==> config.mk <==
export PLATFORM = sky130hd
export DESIGN_NAME = zuma_config_loader
export DESIGN_NICKNAME = d
export VERILOG_FILES = /design/src/rtl/zuma_config_loader.sv
export SDC_FILE = /design/constraint.sdc
export NUM_CORES = 1
export LEC_CHECK = 0
export ABC_AREA = 1
export BUFFER_PORTS_ARGS = -buffer_cell sky130_fd_sc_hd__buf_4
export CELL_PAD_IN_SITES_DETAIL_PLACEMENT = 1
export CELL_PAD_IN_SITES_GLOBAL_PLACEMENT = 2
export CORE_AREA = 2 2 142 144
export DETAILED_ROUTE_END_ITERATION = 6
export DIE_AREA = 0 0 144 146
export HOLD_SLACK_MARGIN = 0.06
export PLACE_DENSITY_LB_ADDON = 0.2
export SKIP_CTS_REPAIR_TIMING = 1
export SLEW_MARGIN = 0
export SYNTH_ARGS = -nofsm -noshare
export SYNTH_HDL_FRONTEND = slang
export SYNTH_SLANG_ARGS = --single-unit
export TNS_END_PERCENT = 1
==> constraint.sdc <==
create_clock -name clk -period 2.5 [get_ports clk]
set_input_delay 0.25 -clock clk [delete_from_list [all_inputs] [get_ports clk]]
set_output_delay 0.25 -clock clk [all_outputs]
set_load 0.02 [all_outputs]
==> src/rtl/zuma_config_loader.sv <==
// ZUMA overlay configuration loader: walks the bitstream ROM and streams bit-reversed words into the fabric.
// Optional build macro ZUMA_CFG_CHECKSUM_EN adds a running-sum check of the loaded words against expected_sum.
module zuma_config_loader #(
  parameter int NUM_WORDS  = 1024,
  parameter int ADDR_WIDTH = 32,
  parameter int DATA_WIDTH = 32
) (
  input  logic                  clk,
  input  logic                  reset,
  input  logic                  start,
  input  logic                  abort,
  output logic [ADDR_WIDTH-1:0] mem_addr,
  input  logic [DATA_WIDTH-1:0] mem_q,
  output logic [DATA_WIDTH-1:0] config_data,
  output logic                  config_en,
  output logic [ADDR_WIDTH-1:0] config_addr,
  output logic                  busy,
  output logic                  done,
  output logic [ADDR_WIDTH-1:0] progress
`ifdef ZUMA_CFG_CHECKSUM_EN
  ,
  input  logic [DATA_WIDTH-1:0] expected_sum,
  output logic                  sum_err
`endif
);

  typedef enum logic [1:0] {
    S_IDLE,
    S_READ,
    S_DRAIN,
    S_DONE
  } state_e;

  localparam logic [ADDR_WIDTH-1:0] LAST_ADDR = ADDR_WIDTH'(NUM_WORDS - 1);

  state_e                state_q, state_d;
  logic [ADDR_WIDTH-1:0] mem_addr_q, mem_addr_d;
  logic [ADDR_WIDTH-1:0] config_addr_q, config_addr_d;
  logic [ADDR_WIDTH-1:0] progress_q, progress_d;
  logic                  config_en_q, config_en_d;
  logic                  busy_q, busy_d;
  logic                  done_q, done_d;
`ifdef ZUMA_CFG_CHECKSUM_EN
  logic [DATA_WIDTH-1:0] sum_q, sum_d;
  logic                  sum_err_q, sum_err_d;
`endif

  // The ROM registers its read, so mem_q already lines up with config_en/config_addr.
  for (genvar i = 0; i < DATA_WIDTH; i++) begin : g_rev
    assign config_data[DATA_WIDTH-1-i] = mem_q[i];
  end

  always_comb begin
    // NOTE: every signal gets a default first so no path through the case infers a latch.
    state_d       = state_q;
    mem_addr_d    = mem_addr_q;
    config_addr_d = config_addr_q;
    progress_d    = progress_q;
    config_en_d   = config_en_q;
    busy_d        = busy_q;
    done_d        = done_q;
`ifdef ZUMA_CFG_CHECKSUM_EN
    sum_d         = sum_q;
    sum_err_d     = sum_err_q;
`endif

    // A word is written into the fabric on every edge where the strobe is high.
    if (config_en_q) begin
      progress_d = progress_q + ADDR_WIDTH'(1);
`ifdef ZUMA_CFG_CHECKSUM_EN
      sum_d      = sum_q + mem_q;
`endif
    end

    unique case (state_q)
      S_IDLE, S_DONE: begin
        if (start) begin
          state_d     = S_READ;
          mem_addr_d  = '0;
          done_d      = 1'b0;
          busy_d      = 1'b1;
          progress_d  = '0;
          config_en_d = 1'b0;
`ifdef ZUMA_CFG_CHECKSUM_EN
          sum_d       = '0;
          sum_err_d   = 1'b0;
`endif
        end
      end
      S_READ: begin
        if (abort) begin
          state_d     = S_IDLE;
          config_en_d = 1'b0;
          busy_d      = 1'b0;
`ifdef ZUMA_CFG_CHECKSUM_EN
          sum_err_d   = 1'b0;
`endif
        end else begin
          config_en_d   = 1'b1;
          config_addr_d = mem_addr_q;
          // The final address holds rather than wrapping once it has been retired.
          if (mem_addr_q == LAST_ADDR) state_d = S_DRAIN;
          else mem_addr_d = mem_addr_q + ADDR_WIDTH'(1);
        end
      end
      S_DRAIN: begin
        state_d     = abort ? S_IDLE : S_DONE;
        config_en_d = 1'b0;
        busy_d      = 1'b0;
        done_d      = !abort;
`ifdef ZUMA_CFG_CHECKSUM_EN
        sum_err_d   = abort ? 1'b0 : (sum_d != expected_sum);
`endif
      end
      default: state_d = S_IDLE;
    endcase
  end

  // NOTE: every register, including the datapath, is reset so an async reset drops config_en at once.
  always_ff @(posedge clk or negedge reset) begin
    if (!reset) begin
      // NOTE: sequential state is assigned with <= so all flops update from pre-edge values.
      state_q       <= S_IDLE;
      mem_addr_q    <= '0;
      config_addr_q <= '0;
      progress_q    <= '0;
      config_en_q   <= 1'b0;
      busy_q        <= 1'b0;
      done_q        <= 1'b0;
`ifdef ZUMA_CFG_CHECKSUM_EN
      sum_q         <= '0;
      sum_err_q     <= 1'b0;
`endif
    end else begin
      state_q       <= state_d;
      mem_addr_q    <= mem_addr_d;
      config_addr_q <= config_addr_d;
      progress_q    <= progress_d;
      config_en_q   <= config_en_d;
      busy_q        <= busy_d;
      done_q        <= done_d;
`ifdef ZUMA_CFG_CHECKSUM_EN
      sum_q         <= sum_d;
      sum_err_q     <= sum_err_d;
`endif
    end
  end

  assign mem_addr    = mem_addr_q;
  assign config_addr = config_addr_q;
  assign progress    = progress_q;
  assign config_en   = config_en_q;
  assign busy        = busy_q;
  assign done        = done_q;
`ifdef ZUMA_CFG_CHECKSUM_EN
  assign sum_err     = sum_err_q;
`endif

endmodule

; Yosys cells after proc, flatten, opt, wreduce, memory -nomap -nowiden
; Cells that the tools add are included.
[totals]
input_bits = 36
memories = 0
latch_bits = 0
ff_bits = 101
out_inout_bits = 131
mem_bits_rw = 0
word_cells = 48
mem_bits_ro = 0
[op_classes]
mul = 0
n_div = 0
order_cmp = 0
add_sub_neg = 2
muxes = 19
bitwise = 1
shifts = 0
eq_ne = 9
n_reduce_logical = 10
[op_table]
columns = op, n
row1 = $mux W32, 6
row2 = $add A32 B1 Y32 const B, 2
row3 = $pmux W32 S2, 1
row4 = $eq A32 B10 Y1 const B, 1
row5 = $mux W2, 4
row6 = $ne A2 B2 Y1 const B, 4
row7 = $reduce_and A2 Y1, 4
row8 = $pmux W1 S3, 2
row9 = $pmux W2 S3, 1
row10 = $eq A2 B2 Y1 const B, 2
row11 = $mux W1, 4
row12 = $reduce_and A4 Y1, 1
row13 = $reduce_bool A2 Y1, 2
row14 = $ne A3 B3 Y1 const B, 1
row15 = $eq A2 B1 Y1 const B, 1
row16 = $logic_not A2 Y1, 1
row17 = $pmux W1 S2, 1
row18 = $reduce_or A2 Y1, 1
row19 = $logic_not A1 Y1, 1
row20 = $not A1 Y1, 1

; Logic depth before layout (Yosys ltp)
[depth]
depth_word = 4
depth_mapped = 12

; Worst setup path after synthesis
; Ideal clock, no wire load.
[synth_path]
path_type = register to register
start = register mem_addr_q[0] (netlist: mem_addr[0])
end = register mem_addr_q[14] (netlist: mem_addr[14])
path_slack_ns = 0.638
period_less_slack_ns = 1.862
required_time_ns = 2.382
path_stages_with_launch = 12
arrival_time_ns = 1.744
path_buffers = 1
cell_sequence = dfrtp_1 ha_1 nand2_2 nor2_4 nand2_2 nor2_2 nand2_2 nand2_1 nand2_2 buf_2 nand3_1 nand2_1
[synth_via]
elab_chain_cells = 4
word_cells_on_any_way = 7
cone_classes = add/sub: 1 / eq/ne: 2 / mux: 3 / reduce/logical: 1
[synth_lines]
columns = element, line_no
row1 = "start, declared", 37  ; logic [ADDR_WIDTH-1:0] mem_addr_q, mem_addr_d;
row2 = "start signal, assigned", 136  ; mem_addr_q <= mem_addr_d;
row3 = $add A32 B1 Y32, 103  ; else mem_addr_d = mem_addr_q + ADDR_WIDTH'(1);
row4 = $mux W32, 102  ; if (mem_addr_q == LAST_ADDR) state_d = S_DRAIN;
row5 = $mux W32, 91  ; if (abort) begin
row6 = $pmux W32 S2, 75  ; unique case (state_q)
; Parallel ways exist; a longest one is shown, timed or not. The select of a mux whose other input is x is not followed.
; A chain may end at the register's enable or synchronous reset.

; Worst setup path in the final report
[layout_path]
start = register mem_addr_q[0] (netlist: mem_addr[0])
end = register mem_addr_q[25] (netlist: mem_addr[25])
; The elaborated chain is that of the path after synthesis.

==> results.ini <==
[floorplanning]
num_io_pins=167
die_x_um=144
core.rowCount=51
initial_utilization=0.2989
core_area_mm2=0.01933
die_area_mm2=0.02102
die_y_um=146

[synth]
synth_edf_count=0
yosys_register_bits=101
async_flop_share=1.000
ys_warn_count=0
synth.lib_cells_used.distinct=30
syn_nets=871
ys_seq_area_frac=0.4373
ys.flop_type=dfrtp_1
synth_area_mm2=0.005779
syn_avg_cell_area_um2=6.955
syn_inst=831

[timing]
grt_setup_unrepaired=no
max_freq_ghz=0.4640
tns_ns=0
fin_crit_ns=2.155
slew_violations=0
fin_crit_sh=0.8621
finalSetupViolations=0
timing.hold.ws_ns=0.2544
slew-limit-headroom=0.6651
fin_skew_ns=0.009742
worst_slack_ns=0.3447
hold_viol=0
tightest_slew_ns=0.4985

[cts]
cts_tree=yes
cts_sinks=101
clockRootBuffer=clkbuf_16
cts_max_level=3
clk_pin_slew_ns=0.07
cts-buffers-inserted=9
cts_max_path_buffers=2
clk_latency_ns=0.36

[grt]
antenna_found_initial=0
gr-usage-all-layers=0.1882
grt_max_degree=43
grt_remaining_overflow=0
grt_first_pass_wirelength_mm=31.19
grt_pass1_vias=5944

[placement]
place_area_mm2=0.006655
gp_congestion=0.8492
port-buffer-count=102
dp_hpwl_mm=14.62
dp_slack_ns=0.3778
dpl.cell_count=1159

[worst_setup_path]
worstPathCellList=ha_1 > nand2_2 > nor2_4 > nand2_2 > nor2_2 > nand2_2 > nand2_1 > nand2_2 > nand2_4 > buf_4 > nand2_1 > nand2_1
critPathKind=reg2reg
worstPathRequired_ns=2.80
path_buf_inv=1
path_max_fanout=22
crit_path_start_kind=flip-flop
crit_path_frequent_cell=nand2_2
r2r_start=mem_addr[0]$_DFFE_PN0P_
path_depth=12
cp.arrival_ns=2.45
crit_start=mem_addr[0]$_DFFE_PN0P_
cp_top_family=simple AND/OR/NAND/NOR gates
end_kind=flip-flop
cpPeakStageDelay_ns=0.49
cpMaxStageDelayCell=dfrtp_1
reg2regPathDepth=12

[layout]
nFillCells=2459
drive_above_1_share=0.1581
area_delta_synth_final_pct=21.54
diodes=0
final_area_mm2=0.007024
multi_input_area_mm2=0.002635
regArea_mm2=0.002527
nNetsFinal=946
fin_cells=1176

[detailed_routing]
dr.first_iter.drc_count=177
via_per_inst=4.724
wl_per_cell_um=16.34
first_pass_iters=6
drtAntennaViolNets=0
vias=5555
drc=0
routed_wl_mm=19.21

[run_status]
status=finished clean

[pwr]
pwr-share-comb=0.278
seqPwrFrac=0.375
power-per-cell-area_mw_per_mm2=698.2
p_sw_mw=1.765
leakagePower_nw=3.355
swShare=0.3599
p_clk_frac=0.347
peakVddDrop_uv=409.8
p_int_mw=3.139

[run]
drv_cap=0

[worst_hold_path]
hold_class=in2reg
whs_path_depth=4
hp-start=abort

-- cell type report --
cell class                 instances  share of cell area
clock inverter                     5             0.01514
sequential                       101              0.3598
multi-input combinational        604              0.3751
clock buffer                      11             0.03598
timing repair buffer             118              0.1283
inverter                          72             0.03848
tap                              265             0.04720
-- sequential cells by signal, indices dropped and copies added (netlist names) --
register,flops
progress,32
config_addr,32
config_en,1
busy,1
done,1
mem_addr,32
state_q,2
-- worst reg2reg max path: stages, from the launching register on --
cell and delay, ns:
dfrtp_1 0.49, ha_1 0.30, nand2_2 0.10, nor2_4 0.18, nand2_2 0.11, nor2_2 0.13, nand2_2 0.09, nand2_1 0.09
nand2_2 0.08, nand2_4 0.07, buf_4 0.28, nand2_1 0.10, nand2_1 0.08
-- stage by stage --
stage | utilization | power [mW]
2_1_floorplan | - | 2.781
3_3_place_gp | 0.3442 | 3.199
3_5_place_dp | 0.3442 | 3.246
4_1_cts | 0.3628 | 4.984
5_1_grt | 0.3633 | 5.179
6_report | 0.3633 | 4.904
-- layout by cell type (no fill, tap or decap), types with 2 or more instances in the layout --
master / Yosys / final
nand2_1: 274 / 274
nor2_1: 151 / 151
buf_4: 32 / 116
dfrtp_1: 101 / 101
inv_1: 70 / 70
nand3_1: 60 / 60
o21ai_0: 49 / 49
nor3_1: 12 / 12
nand4_1: 10 / 10
a21oi_1: 11 / 10
xor2_1: 10 / 10
clkbuf_16: 0 / 9
xnor2_1: 5 / 5
nand2_2: 4 / 4
ha_1: 4 / 4
nor2_2: 3 / 3
nor3b_1: 3 / 3
bufinv_16: 0 / 3
o21bai_1: 2 / 2
clkbuf_8: 0 / 2
-- synth_stat cells (10+ instances only) --
master	number	area share
nand2_1	274	0.18
nor2_1	151	0.098
dfrtp_1	101	0.44
inv_1	70	0.045
nand3_1	60	0.052
o21ai_0	49	0.042
buf_4	32	0.042
clkbuf_1	14	0.0091
nor3_1	12	0.010
a21oi_1	11	0.0095
nand4_1	10	0.011
xor2_1	10	0.015
-- power groups by stage --
stage | Combinational [mW] | Sequential (mW) | Clock [mW]
final | 1.37 | 1.84 | 1.70
after floorplan | 0.851 | 1.93 | 0
after global routing | 1.50 | 1.86 | 1.82
after CTS | 1.38 | 1.84 | 1.77
after detailed placement | 1.38 | 1.87 | 0
after global placement | 1.34 | 1.86 | 0
-- worst paths after layout --
| path | end | slack [ns] |
|---|---|---|
| max in group asynchronous | config_addr[11]$_DFFE_PN0P_ | 1.33 |
| max | mem_addr[25]$_DFFE_PN0P_ | 0.34 |
| min in group asynchronous | progress[6]$_DFF_PN0_ | 0.41 |
| min reg2reg | config_addr[12]$_DFFE_PN0P_ | 0.48 |
| min | done$_DFFE_PN0P_ | 0.25 |
| max reg2reg | mem_addr[25]$_DFFE_PN0P_ | 0.34 |
-- kinds of logic after synthesis --
group,Yosys count,synth area share
compound gates,65,0.05824
xor+xnor,15,0.02273
fa+ha+maj,4,0.008660
simple gates,520,0.3657
flops,101,0.4373
buf+inv,126,0.1074
-- layer usage --
metal / wire (um) / GRT usage
met4: 379 / 0.05392
met3: 609 / 0.03389
met2: 9247 / 0.3183
met1: 8975 / 0.2449
met5: 0 / 0
(Power assumes the default switching activity.)
